===== src/rtl/cam_bringup_seq.sv =====
// cam_bringup_seq: power-up and bring-up sequencer for the OV5642 camera path.
// Walks the sensor through power-down, reset and boot delays, kicks the SCCB
// init engine, then waits for live frames (synced vsync edges) before enabling
// the video datapath. Failures trigger a full power cycle up to MAX_RETRIES
// times, after which a sticky failure is reported.
// Optional build macro CAM_BRINGUP_WATCHDOG_EN: supervise vsync while in RUN
// and treat a lost frame stream as a failure.
module cam_bringup_seq #(
    parameter int PWDN_CYC         = 100000,
    parameter int RST_CYC          = 100000,
    parameter int BOOT_CYC         = 2000000,
    parameter int INIT_TIMEOUT_CYC = 50000000,
    parameter int VSYNC_FRAMES     = 2,
    parameter int MAX_RETRIES      = 3,
    parameter int CNT_W            = 26
) (
    input  logic       i_clk,
    input  logic       i_rst,
    input  logic       i_enable,
    input  logic       i_sccb_done,
    input  logic       i_sccb_error,
    input  logic       i_dvp_vsync,
    output logic       o_cam_pwdn,
    output logic       o_cam_resetb,
    output logic       o_sccb_rst,
    output logic       o_sccb_start,
    output logic       o_video_en,
    output logic       o_fail,
    output logic [1:0] o_retry_cnt,
    output logic [3:0] o_state
);

    typedef enum logic [3:0] {
        S_IDLE        = 4'd0,
        S_PWDN        = 4'd1,
        S_RESET       = 4'd2,
        S_BOOT        = 4'd3,
        S_START       = 4'd4,
        S_WAIT_INIT   = 4'd5,
        S_WAIT_FRAMES = 4'd6,
        S_RUN         = 4'd7,
        S_FAIL        = 4'd8
    } state_t;

    localparam int FRM_W = (VSYNC_FRAMES > 1) ? $clog2(VSYNC_FRAMES) : 1;
    localparam logic [1:0]       RETRY_LIMIT = 2'(MAX_RETRIES);
    localparam logic [FRM_W-1:0] LAST_FRAME  = FRM_W'(VSYNC_FRAMES - 1);

    state_t           state;
    state_t           next_state;
    logic [CNT_W-1:0] timer;
    logic [CNT_W-1:0] timer_nxt;
    logic             timer_done;
    logic [FRM_W-1:0] frm_cnt;
    logic [FRM_W-1:0] frm_nxt;
    logic [1:0]       retry_nxt;
    logic             fail_evt;
    logic             pwdn_nxt;
    logic             resetb_nxt;
    logic             sccb_rst_nxt;
    logic             start_nxt;
    logic             video_nxt;
    logic             fail_nxt;
    logic             vs_meta;
    logic             vs_sync;
    logic             vs_prev;
    logic             vs_edge;

    // Timer reload value on entry: a timed state lasts exactly N cycles,
    // so the counter starts at N-1 and the state exits when it reads zero.
    function automatic logic [CNT_W-1:0] load_val(input state_t s);
        case (s)
            S_PWDN:                           return CNT_W'(PWDN_CYC - 1);
            S_RESET:                          return CNT_W'(RST_CYC - 1);
            S_BOOT:                           return CNT_W'(BOOT_CYC - 1);
            S_WAIT_INIT, S_WAIT_FRAMES, S_RUN: return CNT_W'(INIT_TIMEOUT_CYC - 1);
            default:                          return '0;
        endcase
    endfunction

    assign timer_done = (timer == '0);
    assign o_state    = state;

    // Two-flop vsync synchronizer followed by a registered rising-edge detect.
    always_ff @(posedge i_clk) begin
        if (i_rst) begin
            vs_meta <= 1'b0;
            vs_sync <= 1'b0;
            vs_prev <= 1'b0;
            vs_edge <= 1'b0;
        end else begin
            vs_meta <= i_dvp_vsync;
            vs_sync <= vs_meta;
            vs_prev <= vs_sync;
            vs_edge <= vs_sync & ~vs_prev;
        end
    end

    // Next-state, timer/frame/retry bookkeeping and output decode.
    always_comb begin
        next_state = state;
        timer_nxt  = timer_done ? timer : timer - CNT_W'(1);
        frm_nxt    = frm_cnt;
        retry_nxt  = o_retry_cnt;
        fail_evt   = 1'b0;

        case (state)
            S_IDLE:  if (i_enable) next_state = S_PWDN;
            S_PWDN:  if (timer_done) next_state = S_RESET;
            S_RESET: if (timer_done) next_state = S_BOOT;
            S_BOOT:  if (timer_done) next_state = S_START;
            S_START: next_state = S_WAIT_INIT;
            S_WAIT_INIT: begin
                // Error outranks done when both are flagged together.
                if (i_sccb_error)     fail_evt   = 1'b1;
                else if (i_sccb_done) next_state = S_WAIT_FRAMES;
                else if (timer_done)  fail_evt   = 1'b1;
            end
            S_WAIT_FRAMES: begin
                if (vs_edge) begin
                    if (frm_cnt == LAST_FRAME) next_state = S_RUN;
                    else                       frm_nxt    = frm_cnt + FRM_W'(1);
                end else if (timer_done) begin
                    fail_evt = 1'b1;
                end
            end
            S_RUN: begin
`ifdef CAM_BRINGUP_WATCHDOG_EN
                // Every live frame re-arms the watchdog; silence means lost video.
                if (vs_edge)         timer_nxt = load_val(S_RUN);
                else if (timer_done) fail_evt  = 1'b1;
`endif
            end
            S_FAIL:  next_state = S_FAIL;
            default: next_state = S_IDLE;
        endcase

        if (fail_evt) begin
            if (o_retry_cnt < RETRY_LIMIT) begin
                retry_nxt  = o_retry_cnt + 2'd1;
                next_state = S_PWDN;
            end else begin
                next_state = S_FAIL;
            end
        end

        // Dropping enable aborts from anywhere, including mid-timer and RUN.
        if (!i_enable) next_state = S_IDLE;
        if (next_state == S_IDLE) retry_nxt = '0;

        if (next_state != state) begin
            timer_nxt = load_val(next_state);
            frm_nxt   = '0;
        end

        // Outputs are decoded from the next state so the registered copies
        // line up with the state register.
        pwdn_nxt     = (next_state inside {S_IDLE, S_PWDN, S_FAIL});
        resetb_nxt   = (next_state inside {S_BOOT, S_START, S_WAIT_INIT, S_WAIT_FRAMES, S_RUN});
        sccb_rst_nxt = (next_state inside {S_IDLE, S_PWDN, S_RESET, S_BOOT, S_FAIL});
        start_nxt    = (next_state == S_START);
        video_nxt    = (next_state == S_RUN);
        fail_nxt     = (next_state == S_FAIL);
    end

    // State register plus registered outputs.
    always_ff @(posedge i_clk) begin
        if (i_rst) begin
            state        <= S_IDLE;
            timer        <= '0;
            frm_cnt      <= '0;
            o_retry_cnt  <= '0;
            o_cam_pwdn   <= 1'b1;
            o_cam_resetb <= 1'b0;
            o_sccb_rst   <= 1'b1;
            o_sccb_start <= 1'b0;
            o_video_en   <= 1'b0;
            o_fail       <= 1'b0;
        end else begin
            state        <= next_state;
            timer        <= timer_nxt;
            frm_cnt      <= frm_nxt;
            o_retry_cnt  <= retry_nxt;
            o_cam_pwdn   <= pwdn_nxt;
            o_cam_resetb <= resetb_nxt;
            o_sccb_rst   <= sccb_rst_nxt;
            o_sccb_start <= start_nxt;
            o_video_en   <= video_nxt;
            o_fail       <= fail_nxt;
        end
    end

endmodule


===== config.mk =====
export PLATFORM = sky130hd
export DESIGN_NAME = cam_bringup_seq
export DESIGN_NICKNAME = d
export VERILOG_FILES = /design/src/rtl/cam_bringup_seq.sv
export SDC_FILE = /design/constraint.sdc
export NUM_CORES = 1
export LEC_CHECK = 0
export BUFFER_PORTS_ARGS = -buffer_cell sky130_fd_sc_hd__buf_2
export CAP_MARGIN = 30
export CORE_ASPECT_RATIO = 0.8
export CORE_MARGIN = 4
export CORE_UTILIZATION = 55
export DETAILED_ROUTE_END_ITERATION = 10
export PLACE_DENSITY = 0.74
export SLEW_MARGIN = 10
export SYNTH_ARGS = -nofsm -noshare
export SYNTH_HDL_FRONTEND = slang
export SYNTH_SLANG_ARGS = --single-unit

===== constraint.sdc =====
create_clock -name i_clk -period 3.2 [get_ports i_clk]
set_input_delay 0.48 -clock i_clk [delete_from_list [all_inputs] [get_ports i_clk]]
set_output_delay 0.48 -clock i_clk [all_outputs]
set_load 0.03 [all_outputs]

==> impl_summary.txt, run 1 <==
----------------------------------------------------
[Clock tree]
  Clock net sink count ... 43
  Number of levels in the clock H-tree ... 2
  Clock latency on the worst-skew pair ... 0.30 ns
  Clock slew at the register clock pins of the worst setup and hold paths ... 0.09 ns
  CTS tree ... done
  Number of clock buffers inserted by TritonCTS ... 5
  Clock Tree Buf Depth ... 2
  Library cell used as clock root buffer ... clkbuf_8
  CTS Hold Buffers Added ... 0

[Cells and area]
  Total non-filler cell area in the finished layout ... 2520 um2
  Synthesis-to-finish area growth ... 14.24%
  Most common library cell in the layout ignoring fill and taps ... dfxtp_1
  Post-layout net count ... 290
  Commonest cells after routing, fill and taps aside ... dfxtp_1, nor2_1, xnor2_1
  Number of inserted diodes ... 0
  Number of cells in the finished layout apart from fillers ... 338
  Share of layout cells above drive strength 1 ... 18.02%

[Setup path]
  Arrival time reported for the critical path endpoint ... 3.27 ns
  Maximum fanout along the worst path ... 10
  Reg2reg path depth ... 10
  Critical Path Slowest Stage Cell ... or4_4
  Largest incremental delay on the critical path ... 0.56 ns
  Startpoint kind of the worst setup timing path ... flop
  Capture point of the worst reg-to-reg path ... timer[3]$_SDFFE_PP0P_
  Critical-path cell list ... or4_4, or3_4, nor4_4, buf_4, o211a_1, nand3b_1, o21ai_1, buf_4, nand3_1, o21ai_0
  FF-to-FF Start ... timer[20]$_SDFFE_PP0P_
  Endpoint kind of the worst setup timing path ... flop
  Category of the most critical setup path ... flop to flop
  Reg-to-reg setup timing slack ... 0.16 ns
  Crit-path most repeated cell ... buf_4
  Req. time, crit path ... 3.43 ns

[Route]
  DRC errors left ... 0
  Mean routed wirelength per cell ... 14.09 um
  DRT iter0 DRCs ... 269
  Number of optimization iterations in the first detailed-route pass ... 4
  Overall routed net length ... 4764 um
  Vias ... 1903
  Post-detailed-route via-to-cell ratio ... 5.630
  Post-detailed-route count of antenna-violating nets ... 0

[Timing]
  Slew margin rel. ... 58.23%
  Final-report setup violation count ... 0
  Clock period minus worst slack ... 3.037 ns
  Setup TNS ... 0 ns
  Worst-Margin Slew ... 0.6236 ns
  Setup clock skew after layout ... 0.006273 ns
  Final period utilization ... 94.92%
  Number of max-slew violations in the final report ... 0
  Fin Hold WS ... 0.3895 ns
  Number of hold violations in the final report ... 0
  Max Clk Rate ... 329.2 MHz

[Status]
  Result of the run ... completed

[Global route]
  Via count of the first global-routing pass ... 1799
  Pin count of the biggest net entering global routing ... 20
  Global route hottest layer ... met2
  Met2 layer usage reported by global route ... 30.30%
  Total global routing track utilization ... 20.71%
  Global-route met1 utilization ... 29.32%
  Antenna violations before repair ... 0
  Met3 demand-to-capacity share in global routing ... 4.722%
  Gr ovfl total ... 0
  First-pass GRT wire length ... 8307 um

[Synth]
  Number of enable-type register cells in the synthesized netlist ... 0
  Post-synthesis cell count ... 257
  #FFs+latches synth ... 43
  Synthesized area ... 2206 um2
  Part of the Yosys area used for sequential elements ... 39.02%
  Commonest register cell after synthesis ... dfxtp_1
  Netlist cell types ... 52
  Number of synthesis warnings ... 0
  Average footprint of a synthesized cell ... 8.583 um2
  Post-synthesis async set-or-reset flop share ... 0%
  Post-synthesis net count ... 265

[Die]
  Chip Width ... 78.81 um
  Core Area ... 3829 um2
  Total die area ... 5094 um2
  Initial standard-cell utilization of the core ... 57.61%
  Cell Rows ... 20
  IO Count ... 18
  Die span in y ... 64.65 um

[Place]
  I/O Buffers ... 17
  Weighted congestion reported at the end of routability-driven placement ... 0.8935
  DP Area ... 2389 um2
  Detailed placer's ending HPWL ... 3445 um
  Placed cell count ... 330

[Power and ir drop]
  Logic pwr share ... 46.9%
  Total power divided by cell area ... 907.7 nW/um2
  Internal ... 1.399 mW
  Worst vdd ir ... 0.5883 mV
  Sw power ... 888.1 uW
  Share of power burned in registers ... 33.3%
  Part of the total power dissipated in the clock network ... 19.8%
  Standby leakage power ... 0.9961 nW
  Switching share of total power ... 38.83%
  Total power ... 2.287 mW

[Min path]
  End point of the worst hold path ... vs_edge$_SDFF_PP0_
  Launch point of the worst hold path ... vs_prev$_SDFF_PP0_
  Worst Hold Path Cells ... 1
  Worst min-delay path class ... flop to flop

[Run]
  Max-cap viol count ... 0

----------------------------------------------------
## synthesized netlist by cell type (all sizes together) (2+ instances only)
library cell / instances / share of area, %
and3: 2 / 0.57
o21ai: 28 / 6.5
o211a: 2 / 0.91
xor2: 7 / 2.8
a211oi: 2 / 0.68
or4: 4 / 1.5
mux2i: 4 / 1.8
inv: 9 / 1.5
nand3: 7 / 1.6
o31ai: 2 / 0.68
nand4b: 2 / 0.79
ha: 2 / 1.1
a21oi: 5 / 1.1
nor3: 9 / 2.6
nand2b: 5 / 1.8
o21a: 2 / 0.68
nand4: 2 / 0.85
nor3b: 4 / 1.4
nor2: 30 / 5.1
dfxtp: 43 / 39
a31oi: 4 / 1.1
clkbuf: 7 / 1.2
nor2b: 9 / 2.6
nand2: 12 / 2.0
nor4: 9 / 3.2
xnor2: 19 / 7.5
or3: 5 / 1.6
or2: 4 / 1.1
buf: 4 / 1.6
## cells by family after synthesis
family                   after synthesis  share of synthesized area (%)
AO/OA/AOI/OAI                         53                          14.69
XOR/XNOR                              26                          10.32
adder cells (fa/ha/maj)                2                          1.134
buffers and inverters                 20                          4.311
flip-flops                            43                          39.02
multiplexers                           4                          1.815
AND/OR/NAND/NOR                      109                          28.70
## how the worst max path moves through the flow
stage,start,end,slack (ns),cells past startpoint
2_1_floorplan,timer[20]$_SDFFE_PP0P_,timer[21]$_SDFFE_PP0P_,0.47,9
5_1_grt,timer[14]$_SDFFE_PP0P_,timer[3]$_SDFFE_PP0P_,-0.008,10
3_5_place_dp,timer[20]$_SDFFE_PP0P_,timer[19]$_SDFFE_PP0P_,0.15,9
4_1_cts,timer[20]$_SDFFE_PP0P_,timer[3]$_SDFFE_PP0P_,0.13,9
3_3_place_gp,timer[20]$_SDFFE_PP0P_,timer[3]$_SDFFE_PP0P_,0.22,9
6_report,timer[20]$_SDFFE_PP0P_,timer[3]$_SDFFE_PP0P_,0.16,10
## cell type report
class                   instances  area, um2
clock buffers                   6      82.58
well taps                      55      68.82
flip-flops and latches         43      860.8
fillers                       336       1309
clock inverters                 2      38.79
repair buffers                 29      175.2
inverters                       9      33.78
multi-input cells             194       1260
## per-layer routing
metal	vias up	routed length, um
met5	-	0
met2	55	1980
met3	6	218
met1	880	2495
li1	962	-
met4	0	70
## per-stage QoR
stage                     setup WS (ns)  util [%]
after floorplan                  0.4650         -
after global placement           0.2236     62.39
after detailed placement         0.1521     62.39
after CTS                        0.1259     65.56
after global routing          -0.008035     65.82
final                            0.1625     65.82
## power by group through the flow
stage               clock network [mW]  logic, mW  registers [mW]
finish                           0.453       1.07           0.761
global placement                     0       1.05           0.769
global route                     0.480       1.21           0.780
CTS                              0.459       1.07           0.759
floorplan                            0      0.826           0.750
detailed placement                   0       1.06           0.770
## critical path: cells and delay by family (launching register included)
kind / cells / cell delay, ns
and+or+nand+nor: 5 / 1.67
AOI/OAI and AO/OA: 3 / 0.53
buffers and inverters: 2 / 0.41
DFF: 1 / 0.36
## registers in the layout, summed over array words and instances (netlist names)
signal and flops:
o_sccb_rst 1, timer 26, vs_prev 1, o_cam_pwdn 1, vs_edge 1, o_sccb_start 1
frm_cnt 1, o_state 4, vs_meta 1, o_cam_resetb 1, o_video_en 1, o_retry_cnt 2
vs_sync 1, o_fail 1
## timing repair
action / CTS / global route
setup buffers: 0 / 0
endpoints found under the setup margin: 0 / 14
gates resized for setup: 0 / 2
(Power assumes the default switching activity.)
==> run 2, diff against run 1 <==
- CELL_PAD_IN_SITES_DETAIL_PLACEMENT: default -> 1
- CELL_PAD_IN_SITES_GLOBAL_PLACEMENT: default -> 1
- CORE_UTILIZATION: 55 -> 45
- PLACE_DENSITY: 0.74 -> default
- PLACE_DENSITY_LB_ADDON: default -> 0.1
- RECOVER_POWER: default -> 25
==> impl_summary.txt, run 2 (synthesized netlist as in run 1, its figures left out) <==
----------------------------------------------------
[Route]
  Routed met1 length ... 3037 um
  DRT iter0 DRCs ... 61
  Number of optimization iterations in the first detailed-route pass ... 4
  Post-detailed-route via-to-cell ratio ... 5.653
  Vias ... 1939
  DRC errors left ... 0
  Met3 WL post-DR ... 183 um
  Routed met2 length ... 2462 um
  Overall routed net length ... 5776 um
  Post-detailed-route count of antenna-violating nets ... 0
  Mean routed wirelength per cell ... 16.84 um
  Highest metal layer with signal wires ... met4

[Timing]
  Final-report setup violation count ... 0
  Setup clock skew after layout ... 0.008215 ns
  Slew margin rel. ... 48.09%
  Final period utilization ... 92.97%
  Fin Hold WS ... 0.3868 ns
  Number of max-slew violations in the final report ... 0
  Number of hold violations in the final report ... 0
  RSZ-0062 raised after global routing ... false
  Worst-Margin Slew ... 0.7750 ns
  Setup slack of the critical path after layout ... 0.2248 ns
  Max Clk Rate ... 336.1 MHz
  Clock period minus worst slack ... 2.975 ns

[Run]
  Max-cap viol count ... 0

[Clock tree]
  Clock Tree Buf Depth ... 2
  Clock latency on the worst-skew pair ... 0.30 ns
  Number of clock buffers inserted by TritonCTS ... 5
  Library cell used as clock root buffer ... clkbuf_8
  CTS tree ... done
  Post-CTS setup buffer count ... 0
  CTS Hold Buffers Added ... 0
  Clock slew at the register clock pins of the worst setup and hold paths ... 0.09 ns
  Number of levels in the clock H-tree ... 2
  Clock net sink count ... 43

[Setup path]
  Maximum fanout along the worst path ... 6
  Category of the most critical setup path ... flop to flop
  Startpoint kind of the worst setup timing path ... flop
  Endpoint kind of the worst setup timing path ... flop
  Req. time, crit path ... 3.39 ns
  Arrival time reported for the critical path endpoint ... 3.16 ns

[Status]
  Result of the run ... completed

[Cells and area]
  Share of layout cells above drive strength 1 ... 15.19%
  Most common library cell in the layout ignoring fill and taps ... dfxtp_1
  Synthesis-to-finish area growth ... 14.24%
  Area used by multi-input combinational logic ... 1266 um2
  Number of flip-flops under the largest register name ... 26
  Commonest cells after routing, fill and taps aside ... dfxtp_1, nor2_1, xnor2_1
  Number of inserted diodes ... 0
  Number of cells in the finished layout apart from fillers ... 343
  Register bank with the most flops ... timer
  Storage cell area ... 860.8 um2
  Filler Cells Inserted ... 567
  Final core utilization ... 54.17%
  Post-layout net count ... 290

[Min path]
  Worst min-delay path class ... primary input to flop

[Die]
  Core Area ... 4652 um2
  Total die area ... 6093 um2
  Initial standard-cell utilization of the core ... 47.42%
  Cell Rows ... 22
  Chip Width ... 86.28 um
  IO Count ... 18
  Die span in y ... 70.62 um

[Place]
  Weighted congestion reported at the end of routability-driven placement ... 0.8452
  Detailed placer's ending HPWL ... 4312 um
  Placement Setup Slack ... -0.007854 ns
  Placed cell count ... 335
  I/O Buffers ... 17

[Global route]
  First-pass GRT wire length ... 9915 um
  Gr ovfl total ... 0
  Total global routing track utilization ... 20.31%
  Pin count of the biggest net entering global routing ... 20
  Antenna violations before repair ... 0
  Via count of the first global-routing pass ... 2016

[Power and ir drop]
  Total power divided by cell area ... 912.7 nW/um2
  Worst vdd ir ... 0.6522 mV
  Standby leakage power ... 0.9635 nW

----------------------------------------------------
==> run 2: path summary, 6_finish.rpt <==
| kind | from | to | slack, ns | cells after the start |
|---|---|---|---|---|
| worst max-delay path | timer[20]$_SDFFE_PP0P_ | timer[4]$_SDFFE_PP0P_ | 0.22 | 8 |
| worst min-delay path | i_dvp_vsync | vs_meta$_SDFF_PP0_ | 0.39 | 2 |
| worst max register to register | timer[20]$_SDFFE_PP0P_ | timer[4]$_SDFFE_PP0P_ | 0.22 | 8 |
| worst min register to register | vs_prev$_SDFF_PP0_ | vs_edge$_SDFF_PP0_ | 0.40 | 1 |
==> run 2: stage by stage <==
step | total power, mW | instance area (um2) | TNS [ns]
2_1_floorplan | 1.576 | 2206 | 0
3_3_place_gp | 1.804 | 2395 | 0
3_5_place_dp | 1.836 | 2395 | -0.007854
4_1_cts | 2.312 | 2521 | 0
5_1_grt | 2.478 | 2520 | 0
6_report | 2.300 | 2520 | 0
==> run 2: area by class of cell <==
class	count	share of cell area, %
multi-input cells	194	50.25
flip-flops and latches	43	34.16
repair buffers	29	6.455
clock buffers	6	3.277
well taps	60	2.979
clock inverters	2	1.539
inverters	9	1.341
==> run 2: report_power, final <==
group | switching, mW | internal [mW] | total [mW]
clock network | 0.202 | 0.257 | 0.458
logic | 0.594 | 0.481 | 1.08
registers | 0.118 | 0.648 | 0.766
total | 0.914 | 1.39 | 2.30
==> run 2: layer usage <==
layer	up-vias	GRT usage [%]
met5	-	0
met4	0	6.228
met3	10	3.725
met2	22	30.54
met1	953	29.49
li1	954	-
==> run 2: what timing repair did <==
action | 4_1_cts | 5_1_grt
pin swaps | 0 | 0
setup endpoints to repair | 2 | 12
resized for setup | 1 | 3
==> run 2: critical path: stages (launching register included) <==
cell     delay, ns
dfxtp_1       0.36
or4_4         0.56
or3_4         0.40
nor3_4        0.25
mux2i_1       0.12
a31oi_1       0.62
o21ai_2       0.20
nand3_1       0.24
o21ai_0       0.12
